===== config.mk =====
export PLATFORM = sky130hd
export DESIGN_NAME = roi_crop_stream_flat
export DESIGN_NICKNAME = d
export VERILOG_FILES = /design/src/rtl/roi_crop_stream_if.sv /design/src/rtl/roi_crop_stream.sv /design/src/flat_wrapper.sv
export SDC_FILE = /design/constraint.sdc
export NUM_CORES = 1
export LEC_CHECK = 0
export ABC_AREA = 1
export ABC_CLOCK_PERIOD_IN_PS = 7840
export BUFFER_PORTS_ARGS = -buffer_cell sky130_fd_sc_hd__buf_2
export CORE_MARGIN = 5
export CORE_UTILIZATION = 51
export DETAILED_ROUTE_END_ITERATION = 6
export PLACE_DENSITY = 0.69
export RECOVER_POWER = 50
export SLEW_MARGIN = 25
export SYNTH_ARGS = -nofsm -noshare
export SYNTH_HDL_FRONTEND = slang
export SYNTH_SLANG_ARGS = --single-unit

===== constraint.sdc =====
create_clock -name clk -period 7.84 [get_ports clk]
set_clock_uncertainty 0.2 [all_clocks]
set_input_delay 0.392 -clock clk [delete_from_list [all_inputs] [get_ports clk]]
set_output_delay 0.392 -clock clk [all_outputs]
set_load 0.01 [all_outputs]

===== src/rtl/roi_crop_stream_if.sv =====
`default_nettype none
// ============================================================================
//  Module   : roi_crop_stream_if
//  Purpose  : AXI4-Stream beat bundle (valid/ready handshake, data, tuser
//             start-of-frame, tlast end-of-line) shared by the crop stage's
//             input and output sides.
//  Ports    : tvalid, tready, tdata[DATA_W-1:0], tuser, tlast
//             master modport drives the beat, slave modport drives tready.
//  Revision : 1.0  initial release
// ============================================================================
interface roi_crop_stream_if #(
    parameter int DATA_W = 40
);
    logic              tvalid;
    logic              tready;
    logic [DATA_W-1:0] tdata;
    logic              tuser;
    logic              tlast;

    modport master (output tvalid, output tdata, output tuser, output tlast, input tready);
    modport slave  (input tvalid, input tdata, input tuser, input tlast, output tready);
endinterface
`default_nettype wire


===== src/rtl/roi_crop_stream.sv =====
`default_nettype none
// ============================================================================
//  Module   : roi_crop_stream
//  Purpose  : Crops an IN_ROWS x IN_COLS multi-pixel-per-beat AXI4-Stream
//             frame to an OUT_ROWS x OUT_COLS region of interest. Position is
//             tracked internally from tuser/tlast framing, cropped beats go
//             through a first-word-fall-through FIFO, and per-frame max
//             (optionally min) pixel statistics are reported.
//  Ports    : clk, reset (sync, active-high)
//             ap_start/ap_ready/ap_done/ap_idle  frame control
//             crop_x0, crop_y0                   ROI origin, sampled at start
//             s_axis (slave), m_axis (master)    input / cropped output stream
//             max_value, err_framing, fifo_level status
//             min_value                          only with CROP_MIN_STAT_EN
//  Options  : `define CROP_MIN_STAT_EN adds the min_value statistic.
//  Revision : 1.0  initial release
// ============================================================================
module roi_crop_stream #(
    parameter int PIXEL_BIT_WIDTH = 10,
    parameter int PPB             = 4,
    parameter int IN_ROWS         = 64,
    parameter int IN_COLS         = 64,
    parameter int OUT_ROWS        = 32,
    parameter int OUT_COLS        = 32,
    parameter int FIFO_DEPTH      = 16
) (
    input  wire logic                               clk,
    input  wire logic                               reset,
    input  wire logic                               ap_start,
    output logic                                    ap_ready,
    output logic                                    ap_done,
    output logic                                    ap_idle,
    input  wire logic [$clog2(IN_COLS)-1:0]         crop_x0,
    input  wire logic [$clog2(IN_ROWS)-1:0]         crop_y0,
    roi_crop_stream_if.slave                        s_axis,
    roi_crop_stream_if.master                       m_axis,
    output logic [PIXEL_BIT_WIDTH-1:0]              max_value,
`ifdef CROP_MIN_STAT_EN
    output logic [PIXEL_BIT_WIDTH-1:0]              min_value,
`endif
    output logic                                    err_framing,
    output logic [$clog2(FIFO_DEPTH+1)-1:0]         fifo_level
);
    localparam int c_dw = PPB * PIXEL_BIT_WIDTH;
    localparam int c_cw = $clog2(IN_COLS + 1);
    localparam int c_rw = $clog2(IN_ROWS + 1);
    localparam int c_aw = $clog2(FIFO_DEPTH);
    localparam int c_lw = $clog2(FIFO_DEPTH + 1);

    localparam logic [c_cw-1:0] c_x0_max   = c_cw'(IN_COLS - OUT_COLS);
    localparam logic [c_rw-1:0] c_y0_max   = c_rw'(IN_ROWS - OUT_ROWS);
    localparam logic [c_cw-1:0] c_col_last = c_cw'(IN_COLS - PPB);
    localparam logic [c_rw-1:0] c_row_last = c_rw'(IN_ROWS - 1);
    localparam logic [c_cw-1:0] c_ppb      = c_cw'(PPB);

    typedef enum logic [1:0] {
        S_IDLE     = 2'd0,
        S_WAIT_SOF = 2'd1,
        S_CROP     = 2'd2,
        S_FLUSH    = 2'd3
    } state_t;

    state_t                      state_q, state_d;
    logic [c_rw-1:0]             row_q, row_d, y0_q, y0_d;
    logic [c_cw-1:0]             col_q, col_d, x0_q, x0_d;
    logic [PIXEL_BIT_WIDTH-1:0]  max_q, max_d;
    logic                        err_q, err_d, done_q, done_d;
    logic [c_aw-1:0]             wr_q, wr_d, rd_q, rd_d;
    logic [c_lw-1:0]             cnt_q, cnt_d;
    logic [c_dw+1:0]             mem [FIFO_DEPTH];

    logic [c_cw:0]               w_x_end;
    logic [c_rw:0]               w_y_end;
    logic [c_cw-1:0]             w_x0_round;
    logic [c_rw-1:0]             w_y0_in;
    logic                        w_roi_hit, w_roi_first, w_roi_eol, w_roi_final;
    logic                        w_col_last, w_frame_last, w_fifo_full;
    logic                        w_in_ready, w_beat, w_push, w_pop;
    logic [PIXEL_BIT_WIDTH-1:0]  w_lane, w_lane_max;

    // Exclusive ROI bounds, one bit wider so x0+OUT_COLS never wraps.
    assign w_x_end      = {1'b0, x0_q} + (c_cw+1)'(OUT_COLS);
    assign w_y_end      = {1'b0, y0_q} + (c_rw+1)'(OUT_ROWS);
    assign w_roi_hit    = (row_q >= y0_q) && ({1'b0, row_q} < w_y_end) &&
                          (col_q >= x0_q) && ({1'b0, col_q} < w_x_end);
    assign w_roi_first  = w_roi_hit && (row_q == y0_q) && (col_q == x0_q);
    assign w_roi_eol    = ({1'b0, col_q} == (w_x_end - (c_cw+1)'(PPB)));
    assign w_roi_final  = w_roi_hit && w_roi_eol && ({1'b0, row_q} == (w_y_end - (c_rw+1)'(1)));
    assign w_col_last   = (col_q == c_col_last);
    assign w_frame_last = w_col_last && (row_q == c_row_last);
    assign w_fifo_full  = (cnt_q == c_lw'(FIFO_DEPTH));

    // Counters sit at (0,0) while waiting for SOF, so the ROI test also covers
    // the SOF beat; an ROI at the origin must respect FIFO space there too.
    assign w_in_ready = (state_q == S_IDLE)  ? 1'b0 :
                        (state_q == S_FLUSH) ? 1'b1 :
                        (w_roi_hit ? !w_fifo_full : 1'b1);
    assign w_beat = s_axis.tvalid && w_in_ready && ((state_q != S_WAIT_SOF) || s_axis.tuser);
    assign w_push = w_beat && w_roi_hit && (state_q != S_FLUSH);
    assign w_pop  = m_axis.tvalid && m_axis.tready;

    assign w_x0_round = (c_cw'(crop_x0) / c_ppb) * c_ppb;
    assign w_y0_in    = c_rw'(crop_y0);

    always_comb begin
        w_lane     = '0;
        w_lane_max = '0;
        for (int i = 0; i < PPB; i++) begin
            w_lane = s_axis.tdata[i*PIXEL_BIT_WIDTH +: PIXEL_BIT_WIDTH];
            if (w_lane > w_lane_max) w_lane_max = w_lane;
        end
    end

`ifdef CROP_MIN_STAT_EN
    logic [PIXEL_BIT_WIDTH-1:0] min_q, min_d, w_lane_lo, w_lane_min;

    always_comb begin
        w_lane_lo  = '0;
        w_lane_min = '1;
        for (int i = 0; i < PPB; i++) begin
            w_lane_lo = s_axis.tdata[i*PIXEL_BIT_WIDTH +: PIXEL_BIT_WIDTH];
            if (w_lane_lo < w_lane_min) w_lane_min = w_lane_lo;
        end
    end

    always_comb begin
        min_d = min_q;
        if (state_q == S_IDLE && ap_start) min_d = '1;
        else if (w_push && w_lane_min < min_q) min_d = w_lane_min;
    end

    always_ff @(posedge clk) begin
        if (reset) min_q <= '0;
        else       min_q <= min_d;
    end

    assign min_value = min_q;
`endif

    always_comb begin
        state_d = state_q;
        row_d   = row_q;
        col_d   = col_q;
        x0_d    = x0_q;
        y0_d    = y0_q;
        max_d   = max_q;
        err_d   = err_q;
        done_d  = 1'b0;

        if (state_q == S_IDLE && ap_start) begin
            x0_d    = (w_x0_round > c_x0_max) ? c_x0_max : w_x0_round;
            y0_d    = (w_y0_in > c_y0_max) ? c_y0_max : w_y0_in;
            row_d   = '0;
            col_d   = '0;
            max_d   = '0;
            err_d   = 1'b0;
            state_d = S_WAIT_SOF;
        end

        if (w_beat) begin
            if (s_axis.tlast != w_col_last) err_d = 1'b1;
            if (state_q != S_WAIT_SOF && s_axis.tuser && (row_q != '0 || col_q != '0))
                err_d = 1'b1;

            if (w_col_last) begin
                col_d = '0;
                row_d = (row_q == c_row_last) ? '0 : row_q + c_rw'(1);
            end else begin
                col_d = col_q + c_ppb;
            end

            if (w_push && w_lane_max > max_q) max_d = w_lane_max;

            if (state_q == S_FLUSH) begin
                if (w_frame_last) state_d = S_IDLE;
            end else if (w_roi_final) begin
                done_d = 1'b1;
                // When the ROI ends on the frame's last beat there is nothing left to flush.
                state_d = w_frame_last ? S_IDLE : S_FLUSH;
            end else if (state_q == S_WAIT_SOF) begin
                state_d = S_CROP;
            end
        end
    end

    always_comb begin
        wr_d  = wr_q;
        rd_d  = rd_q;
        cnt_d = cnt_q;
        if (w_push) wr_d = wr_q + c_aw'(1);
        if (w_pop)  rd_d = rd_q + c_aw'(1);
        if (w_push && !w_pop)      cnt_d = cnt_q + c_lw'(1);
        else if (!w_push && w_pop) cnt_d = cnt_q - c_lw'(1);
    end

    always_ff @(posedge clk) begin
        if (reset) begin
            state_q <= S_IDLE;
            row_q   <= '0;
            col_q   <= '0;
            x0_q    <= '0;
            y0_q    <= '0;
            max_q   <= '0;
            err_q   <= 1'b0;
            done_q  <= 1'b0;
            wr_q    <= '0;
            rd_q    <= '0;
            cnt_q   <= '0;
        end else begin
            state_q <= state_d;
            row_q   <= row_d;
            col_q   <= col_d;
            x0_q    <= x0_d;
            y0_q    <= y0_d;
            max_q   <= max_d;
            err_q   <= err_d;
            done_q  <= done_d;
            wr_q    <= wr_d;
            rd_q    <= rd_d;
            cnt_q   <= cnt_d;
        end
    end

    // Storage needs no reset: the read side is gated by the occupancy count.
    always_ff @(posedge clk) begin
        if (w_push) mem[wr_q] <= {w_roi_first, w_roi_eol, s_axis.tdata};
    end

    assign s_axis.tready = w_in_ready;
    assign m_axis.tvalid = (cnt_q != '0);
    assign m_axis.tdata  = m_axis.tvalid ? mem[rd_q][c_dw-1:0] : '0;
    assign m_axis.tlast  = m_axis.tvalid && mem[rd_q][c_dw];
    assign m_axis.tuser  = m_axis.tvalid && mem[rd_q][c_dw+1];

    assign ap_ready    = (state_q == S_IDLE);
    assign ap_idle     = ap_ready && (cnt_q == '0);
    assign ap_done     = done_q;
    assign max_value   = max_q;
    assign err_framing = err_q;
    assign fifo_level  = cnt_q;
endmodule
`default_nettype wire


===== src/flat_wrapper.sv =====
// flat-port wrapper written by rule: the top's interface ports become plain ports
module roi_crop_stream_flat 
#(
    parameter int PIXEL_BIT_WIDTH = 10,
    parameter int PPB             = 4,
    parameter int IN_ROWS         = 64,
    parameter int IN_COLS         = 64,
    parameter int OUT_ROWS        = 32,
    parameter int OUT_COLS        = 32,
    parameter int FIFO_DEPTH      = 16
)
  (clk, reset, ap_start, ap_ready, ap_done, ap_idle, crop_x0, crop_y0, max_value, err_framing, fifo_level, s_axis_tvalid, s_axis_tdata, s_axis_tuser, s_axis_tlast, s_axis_tready, m_axis_tvalid, m_axis_tdata, m_axis_tuser, m_axis_tlast, m_axis_tready);
  roi_crop_stream_if #(.DATA_W(((10) * PPB))) s_axis_i ();
  roi_crop_stream_if #(.DATA_W(((10) * PPB))) m_axis_i ();
  input  wire logic clk;
  input  wire logic reset;
  input  wire logic ap_start;
  output logic ap_ready;
  output logic ap_done;
  output logic ap_idle;
  input  wire logic [$clog2(IN_COLS)-1:0] crop_x0;
  input  wire logic [$clog2(IN_ROWS)-1:0] crop_y0;
  output logic [PIXEL_BIT_WIDTH-1:0] max_value;
  output logic err_framing;
  output logic [$clog2(FIFO_DEPTH+1)-1:0] fifo_level;
  input wire logic [$bits(s_axis_i.tvalid)-1:0] s_axis_tvalid;
  input wire logic [$bits(s_axis_i.tdata)-1:0] s_axis_tdata;
  input wire logic [$bits(s_axis_i.tuser)-1:0] s_axis_tuser;
  input wire logic [$bits(s_axis_i.tlast)-1:0] s_axis_tlast;
  output wire logic [$bits(s_axis_i.tready)-1:0] s_axis_tready;
  output wire logic [$bits(m_axis_i.tvalid)-1:0] m_axis_tvalid;
  output wire logic [$bits(m_axis_i.tdata)-1:0] m_axis_tdata;
  output wire logic [$bits(m_axis_i.tuser)-1:0] m_axis_tuser;
  output wire logic [$bits(m_axis_i.tlast)-1:0] m_axis_tlast;
  input wire logic [$bits(m_axis_i.tready)-1:0] m_axis_tready;
  assign s_axis_i.tvalid = s_axis_tvalid;
  assign s_axis_i.tdata = s_axis_tdata;
  assign s_axis_i.tuser = s_axis_tuser;
  assign s_axis_i.tlast = s_axis_tlast;
  assign s_axis_tready = s_axis_i.tready;
  assign m_axis_tvalid = m_axis_i.tvalid;
  assign m_axis_tdata = m_axis_i.tdata;
  assign m_axis_tuser = m_axis_i.tuser;
  assign m_axis_tlast = m_axis_i.tlast;
  assign m_axis_i.tready = m_axis_tready;
  roi_crop_stream #(.PIXEL_BIT_WIDTH(PIXEL_BIT_WIDTH), .PPB(PPB), .IN_ROWS(IN_ROWS), .IN_COLS(IN_COLS), .OUT_ROWS(OUT_ROWS), .OUT_COLS(OUT_COLS), .FIFO_DEPTH(FIFO_DEPTH)) u_core (.clk(clk), .reset(reset), .ap_start(ap_start), .ap_ready(ap_ready), .ap_done(ap_done), .ap_idle(ap_idle), .crop_x0(crop_x0), .crop_y0(crop_y0), .s_axis(s_axis_i), .m_axis(m_axis_i), .max_value(max_value), .err_framing(err_framing), .fifo_level(fifo_level));
endmodule

Word-level counts from Yosys, hierarchy flattened

Memory sizes are Yosys's and may differ from the RTL's. A register that Yosys moved wholly into a read port is not among the register bits.
Cells that the tools add are included.

Register bits after elaboration: 55
Latch bits: 0
Memory bits (writable): 672
Memory bits (read-only): 0
Input port bits: 59
Output and inout bits: 63
Memories: 1

Add/sub/neg operators: 10
$mul: 0
Div/mod/pow operators: 0
Magnitude comparators: 11
Equal/unequal tests: 12
Shifts and indexed selects: 0
Multiplexer cells: 38
Bitwise gates (word level): 1
Reduce and logical (&&, ||, !) cells: 35

Memories:

| name       | words | width | read ports | clocked after Yosys merged registers in | write ports | RTL line              | RTL |
|---|---|---|---|---|---|---|---|
| u_core.mem | 16    | 42    | 1          | 1                                       | 1           | roi_crop_stream.sv:70 | `logic [c_dw+1:0] mem [FIFO_DEPTH];` |

Operators with widths:

| cell                                                 | count |
|---|---|
| 2-to-1 mux 10 bit                                    | 7 |
| 2-to-1 mux 7 bit                                     | 7 |
| > comparator 10 bit                                  | 4 |
| 2-to-1 mux 40 bit                                    | 1 |
| logical AND 1 bit                                    | 22 |
| adder 7 x 6 -> 8 bit (second input constant)         | 2 |
| equality test 7 x 8 -> 1 bit                         | 2 |
| < comparator 7 x 8 -> 1 bit                          | 2 |
| equality test 7 x 6 -> 1 bit (second input constant) | 2 |
| equality test 7 bit                                  | 2 |
| >= comparator 7 bit                                  | 2 |
| 2-to-1 mux 2 bit                                     | 7 |
| nonzero test 7 bit                                   | 2 |
| > comparator 6 bit (second input constant)           | 2 |
| 2-to-1 mux 6 bit                                     | 2 |
| > comparator 10 x 1 -> 1 bit (second input constant) | 1 |
| 2-to-1 mux 1 bit                                     | 10 |
| 2-to-1 mux 5 bit                                     | 2 |
| adder 4 x 1 -> 4 bit (second input constant)         | 2 |
| 2-to-1 mux 4 bit                                     | 2 |
| subtractor 8 x 1 -> 8 bit (second input constant)    | 1 |
| subtractor 8 x 3 -> 8 bit (second input constant)    | 1 |
| adder 7 x 1 -> 7 bit (second input constant)         | 1 |
| adder 7 x 3 -> 7 bit (second input constant)         | 1 |
| other kinds (16)                                     | 20 |

Logic depth before layout (Yosys ltp)

Gate-level depths: netlist of the first run.

Depth after elaboration: 16
Gate-level depth with buffers: 47
Gate-level depth less buffers: 45

Least setup slack after synthesis of the first run

No wires, ideal clock.

Path kind: input to register
From: in s_axis_tdata[9]
To: reg u_core.max_q[2], in the netlist u_core.max_value[2]
Library setup time: 109 ps
Arrival time: 5354 ps
Path slack: 2177 ps
Cell stages on the path: 42
Path buffers: 4
Cells stage by stage: inv_1 ha_1 nand2_2 inv_1 a21oi_2 nand3_2 nand2_4 clkbuf_1 o21ai_0 ha_1 nand2_1 inv_1 nand3_1 nor2_1 nand4_1 nand3b_4 buf_4 nand3_2 [... 6 more ...] nand2_1 buf_2 nand3_1 nand2_1 ha_1 nand2_1 inv_1 a221oi_1 o21ai_0 nand2_1 a21oi_1 o22ai_1 nor2_4 buf_6 nor2_1 nor2_1 nand2_1 inv_1

Longest elaborated chain between the ends: 12

Ends and longest elaborated chain:

| item                         | RTL line               | RTL |
|---|---|---|
| start, declared              | flat_wrapper.sv:27     | `input wire logic [$bits(s_axis_i.tdata)-1:0] s_axis_tdata;` |
| > comparator 10 x 1 -> 1 bit | roi_crop_stream.sv:110 | `if (w_lane > w_lane_max) w_lane_max = w_lane;` |
| 2-to-1 mux 10 bit *          | roi_crop_stream.sv:110 |  |
| > comparator 10 bit          | roi_crop_stream.sv:110 |  |
| 2-to-1 mux 10 bit *          | roi_crop_stream.sv:110 |  |
| > comparator 10 bit          | roi_crop_stream.sv:110 |  |
| 2-to-1 mux 10 bit *          | roi_crop_stream.sv:110 |  |
| > comparator 10 bit          | roi_crop_stream.sv:110 |  |
| 2-to-1 mux 10 bit *          | roi_crop_stream.sv:110 |  |
| > comparator 10 bit          | roi_crop_stream.sv:172 | `if (w_push && w_lane_max > max_q) max_d = w_lane_max;` |
| logical AND 1 bit            | roi_crop_stream.sv:172 |  |
| 2-to-1 mux 10 bit *          | roi_crop_stream.sv:172 |  |
| 2-to-1 mux 10 bit *          | roi_crop_stream.sv:160 | `if (w_beat) begin` |
| end signal, assigned         | roi_crop_stream.sv:215 | `max_q <= max_d;` |
| end, declared                | roi_crop_stream.sv:66  | `logic [PIXEL_BIT_WIDTH-1:0] max_q, max_d;` |

Mark *: on every way between the ends. The rest lies on a longest branch, timed or not.
A chain may end at the register's enable or synchronous reset.

Final worst setup path of the first run

From: in s_axis_tdata[5]
To: reg u_core.max_q[1], in the netlist u_core.max_value[1]

The elaborated chain is that of the path after synthesis.

==> results_dict.tcl, run 1 <==
set metrics [dict create \
    vias_per_cell 6.00 \
    design.portCount 122 \
    finalSetupTns_ns 0 \
    root_buffer "clkbuf_16" \
    synth.distinct_cells 47 \
    clkPwrFrac_pct 32.7 \
    clkSinkCount 725 \
    ys_seq_area_share_pct 69.1 \
    detail-route-antenna-nets 0 \
    synth_top_cell_by_area "edfxtp_1" \
    syn_to_final_growth_pct 13.4 \
    yosysMostFrequentCell "edfxtp_1" \
    synth_xor_area_share_pct 0.598 \
    yosys.area_share.simple_pct 11.0 \
    crit_arrival_ns 7.48 \
    p_per_area_nw_per_um2 305 \
    syn-num-nets 2683 \
    wl_um 80300 \
    vias 21100 \
    yosys-top-cells-area "edfxtp_1, o21ai_0, nor2_1, dfxtp_1, o221ai_1" \
    slew_viol_final 17 \
    cpMostUsedCell "nand2_1" \
    status "complete, but fails checks" \
    grt_max_degree 115 \
    synth_fa_ha_area_share_pct 2.83 \
    power.total_mw 10.6 \
    place_congestion 0.856 \
    antenna_found_initial 2 \
    yosys-top-cells-count "edfxtp_1, nor2_1, o21ai_0, nand2_1, clkbuf_1" \
    coreArea_um2 60000 \
    avgSynthCellArea_um2 12.0 \
    nets 2805 \
    synth_top_family_by_area "compound AO/OA/AOI/OAI gates" \
    cts_tree "built" \
    grtUsageTotal_pct 23.7 \
    io_buffers 119 \
    max_freq_ghz 0.139 \
    worst_pin_slew_ns 2.19 \
    rsz0062_at_grt "false" \
    clkTransAtPathRegs_ns 0.06 \
    critPathLaunchType "input pin" \
    synth_top_area_share_pct 65.6 \
    crit_fanout 20 \
    violations "max-capacitance violations, max-slew violations" \
    setup_viol 0 \
    drt_iter0_drc 2301 \
    cp_data_required_time_ns 8.13 \
    dieHeight_um 256 \
    worstSetupPathType "in -> reg" \
    final_util_pct 58.1 \
    muxShareOfSynthArea_pct 0 \
    dr.pass1.iters 5 \
    cts_htree_levels 3 \
    async_reset_ff_share_pct 0 \
    cts_buffer_depth 3 \
    netlist_area_um2 30700 \
    leakage_nw 12.0 \
    setup_ws_ns 0.656 \
    crit_family "simple AND/OR/NAND/NOR gates" \
    postSynthCellCount 2555 \
    synth-seq-cells 725 \
    die_w_um 256 \
    path_buf_inv 6 \
    synth_compound_area_share_pct 12.9 \
    max_slew_margin_pct -47.5 \
    dp_hpwl_um 41600 \
    clkLatencyLatePin_ns 0.61 \
    fin_hold_ws_ns 0.0532 \
    grt_overflow 0 \
    post-route-min-period_ns 7.18 \
    dp_slack_ns 0.480 \
    netSwitchingFraction_pct 32.3 \
    critPathMaxStageDelay_ns 0.60 \
    post-route-period-util_pct 91.6 \
    synth_ff_type "edfxtp_1" \
    cts_post_setup_buffers_inserted 0 \
    synth_edf_count 672 \
    internal_power_mw 7.20 \
    grt_pass1_vias 20700 \
    cp_slowest_cell "dlygate4sd3_1" \
    min_path_type "in -> reg" \
    wl_per_cell_um 22.8 \
    net-switching-power_mw 3.43 \
    cts_buffers 74 \
    drive_gt1_share_pct 10.3 \
    yosys_warnings 0 \
    rows 90 \
    p_seq_share_pct 41.7 \
    comb_power_share_pct 25.7 \
    finalHoldViolations 0 \
    drc 0 \
    end_kind "flop" \
    peakVddDrop_v 0.000230 \
    start_util_pct 51.2 \
    die_area_um2 65300 \
    drv_cap 1 \
    grt_pass1_wl_um 121000 \
]
==> sequential cells by signal, indices dropped and copies added, names as in the netlist, named ones only <==
signal,count
u_core.y0_q,6
u_core.mem,672
u_core.state_q,2
u_core.row_q,7
u_core.x0_q,4
u_core.err_framing,1
u_core.wr_q,4
u_core.ap_done,1
u_core.col_q,5
u_core.fifo_level,5
u_core.max_value,10
u_core.rd_q,4
==> cell families (layout without fill, tap and decap cells) <==
logic type	Yosys count	in the layout
AOI/OAI and AO/OA	674	674
and+or+nand+nor	784	784
DFF	725	725
other	0	2
xor gates and xnor gates	21	21
buffers and inverters	282	461
adders and majority gates	69	69
==> power by group through the flow <==
stage	registers [mW]	clock network [mW]	logic, mW
2_1_floorplan	4.45	0	1.84
3_3_place_gp	4.50	0	2.62
3_5_place_dp	4.51	0	2.72
4_1_cts	4.43	3.51	2.76
5_1_grt	4.44	3.68	3.02
6_report	4.43	3.47	2.73
==> what timing repair did <==
| action | 4_1_cts | 5_1_grt |
|---|---|---|
| gates resized for setup | 0 | 2 |
| hold buffers | 47 | 0 |
| hold endpoints to repair | 434 | 0 |
| setup endpoints to repair | 0 | 10 |
==> worst register-to-register path: stages (launching register included) <==
cell	delay, ns
dfxtp_1	0.52
ha_1	0.31
a21oi_1	0.12
o21ai_0	0.10
nand2_1	0.07
nand2_1	0.07
a21oi_1	0.13
nor2_1	0.05
nor2_1	0.15
nand2_2	0.08
nor2_1	0.22
nand4_1	0.45
inv_1	0.33
nand2_1	0.32
nor2_4	0.74
buf_4	0.62
==> layer usage <==
metal | GRT usage, % | routed length (um)
met1 | 32.0 | 32200
met2 | 40.5 | 40000
met3 | 3.53 | 6440
met4 | 6.90 | 1660
met5 | 0 | 0
==> area by class of cell <==
type                    instances  area [um2]
flip-flops and latches        725       21300
well taps                     782         978
clock inverters                31         338
repair buffers                204        1290
diodes                          2        5.00
inverters                     124         485
fillers                      4733       25100
clock buffers                 102        2050
multi-input cells            1548        8480
==> metrics by stage <==
stage / cells / instance area (um2)
after floorplan: 2555 / 30700
after global placement: 3336 / 32100
after detailed placement: 3336 / 32100
after CTS: 3516 / 35000
after global routing: 3518 / 34900
final: 3518 / 34900
==> worst paths after layout <==
kind                           start                  end  slack, ns  cells after the start
hold / removal      s_axis_tdata[30]    u_core.mem[0][30]       0.05                      1
setup reg to reg     u_core.row_q[2]    u_core.mem[3][31]       2.98                     15
hold reg to reg   u_core.err_framing   u_core.err_framing       0.27                      2
setup / recovery     s_axis_tdata[5]  u_core.max_value[1]       0.66                     43
==> placed cells by master, fill, tap and decap left out, types with 47 or more instances in the layout <==
cell	instances
nor2_1	457
nand3_1	97
clkbuf_1	74
o221ai_1	118
o22ai_1	52
dfxtp_1	50
clkbuf_16	76
o21ai_0	383
dlygate4sd3_1	47
a21oi_1	85
ha_1	68
buf_2	73
inv_1	115
nand2_1	142
edfxtp_1	672
No activity file was read; power rests on OpenSTA's default activity.
==> run 2: changes to the inputs <==
CORE_MARGIN = not set   (was 5)
==> results_dict.tcl, run 2 (synthesis gave the netlist of run 1 again) <==
set metrics [dict create \
    die_area_um2 61300 \
    internal_power_mw 7.21 \
    p_seq_share_pct 42.0 \
    drv_cap 1 \
    final_util_pct 58.8 \
    p_per_area_nw_per_um2 305 \
    comb_power_share_pct 25.5 \
    wl_um 79800 \
    cpMostUsedCell "nand2_1" \
    worstSetupPathType "in -> reg" \
    cts_tree "built" \
    place_congestion 0.849 \
    clkLatencyLatePin_ns 0.61 \
    drt_iter0_drc 2207 \
    setup_viol 0 \
    post-route-min-period_ns 7.10 \
    grt_pass1_vias 20800 \
    critPathLaunchType "input pin" \
    cp_data_required_time_ns 8.13 \
    die_w_um 248 \
    fin_hold_ws_ns 0.0475 \
    nets 2803 \
    cp_slowest_cell "dlygate4sd3_1" \
    worst_pin_slew_ns 2.38 \
    peakVddDrop_v 0.000200 \
    cts_post_setup_buffers_inserted 0 \
    violations "design-rule violations, max-capacitance violations, max-slew violations" \
    syn_to_final_growth_pct 13.2 \
    min_path_type "in -> reg" \
    cts_buffer_depth 3 \
    grt_overflow 0 \
    crit_arrival_ns 7.38 \
    vias 21300 \
    net-switching-power_mw 3.41 \
    worstHoldPathCells 1 \
    vias_per_cell 6.06 \
    root_buffer "clkbuf_16" \
    grt_pass1_wl_um 120000 \
    cts_buffers 72 \
    status "complete, but fails checks" \
    grt_max_degree 160 \
    antenna_found_initial 2 \
    start_util_pct 51.9 \
    critPathMaxStageDelay_ns 0.58 \
    clkPwrFrac_pct 32.5 \
    final_common_cell "edfxtp_1" \
    reg2regPathDepth 15 \
    detail-route-antenna-nets 0 \
    drc 7 \
    finalSetupTns_ns 0 \
    clkTransAtPathRegs_ns 0.07 \
    dieHeight_um 248 \
    netSwitchingFraction_pct 32.1 \
    dp_hpwl_um 41000 \
    design.portCount 122 \
    largest_reg_flops 672 \
    max_freq_ghz 0.141 \
    largest-register "u_core.mem" \
    drive_gt1_share_pct 10.1 \
    max_slew_margin_pct -60.4 \
    post-route-period-util_pct 90.5 \
    leakage_nw 12.0 \
    wl_per_cell_um 22.7 \
    crit_fanout 19 \
    clkSinkCount 725 \
    slew_viol_final 17 \
    finalHoldViolations 0 \
    dr.pass1.iters 7 \
    grtUsageTotal_pct 26.1 \
    rsz0062_at_grt "false" \
    end_kind "flop" \
    fin_area_um2 34800 \
    coreArea_um2 59200 \
    placed_area_um2 32100 \
    io_buffers 119 \
    final_cell_mix "edfxtp_1, nor2_1, o21ai_0" \
    cts_htree_levels 3 \
    rows 89 \
]
## run 2: worst paths after layout
path	startpoint	end	slack [ns]
min reg2reg	u_core.x0_q[3]	u_core.x0_q[3]	0.28
min	s_axis_tdata[30]	u_core.mem[12][30]	0.05
max reg2reg	u_core.row_q[2]	u_core.mem[8][26]	2.77
max	s_axis_tdata[5]	u_core.max_value[4]	0.74
## run 2: repair_timing
action	in CTS	in global routing
endpoints found under the setup margin	0	10
hold endpoints to repair	392	0
hold buffers	45	0
gates resized for setup	0	7
## run 2: power groups by stage
stage	sequential (mW)	clock (mW)	combinational, mW
after floorplan	4.45	0	1.84
after global placement	4.53	0	2.60
after detailed placement	4.53	0	2.69
after CTS	4.45	3.49	2.72
after global routing	4.47	3.64	2.99
final	4.45	3.45	2.71
## run 2: metal layers
| layer | wire length [um] | global-route usage [%] | share of wire, % |
|---|---|---|---|
| met5 | 7 | 0 | 0.0088 |
| met4 | 2220 | 10.2 | 2.8 |
| met3 | 6510 | 3.55 | 8.2 |
| met2 | 38500 | 42.5 | 48 |
| met1 | 32600 | 35.6 | 41 |
## run 2: worst max-delay path: cells and delay by family
kind / cells / cell delay (ns)
AO/OA/AOI/OAI: 7 / 1.41
adder cells (fa/ha/maj): 4 / 1.08
buffers and inverters: 6 / 1.33
AND/OR/NAND/NOR: 25 / 3.17
## run 2: metrics by stage
step / total power [mW] / setup WS [ns] / std cells
finish: 10.6 / 0.744 / 3508
global route: 11.1 / 0.00143 / 3508
detailed placement: 7.22 / 0.566 / 3328
CTS: 10.7 / 0.536 / 3506
global placement: 7.13 / 0.772 / 3328
floorplan: 6.29 / 2.18 / 2555
## run 2: layout make-up
| class | count | area (um2) |
|---|---|---|
| Inverter | 124 | 485 |
| Tap cell | 773 | 967 |
| Clock inverter | 38 | 355 |
| Clock buffer | 95 | 2020 |
| Timing Repair Buffer | 203 | 1250 |
| Fill cell | 4674 | 24400 |
| Antenna cell | 1 | 2.50 |
| Sequential cell | 725 | 21300 |
| Multi-Input combinational cell | 1549 | 8490 |
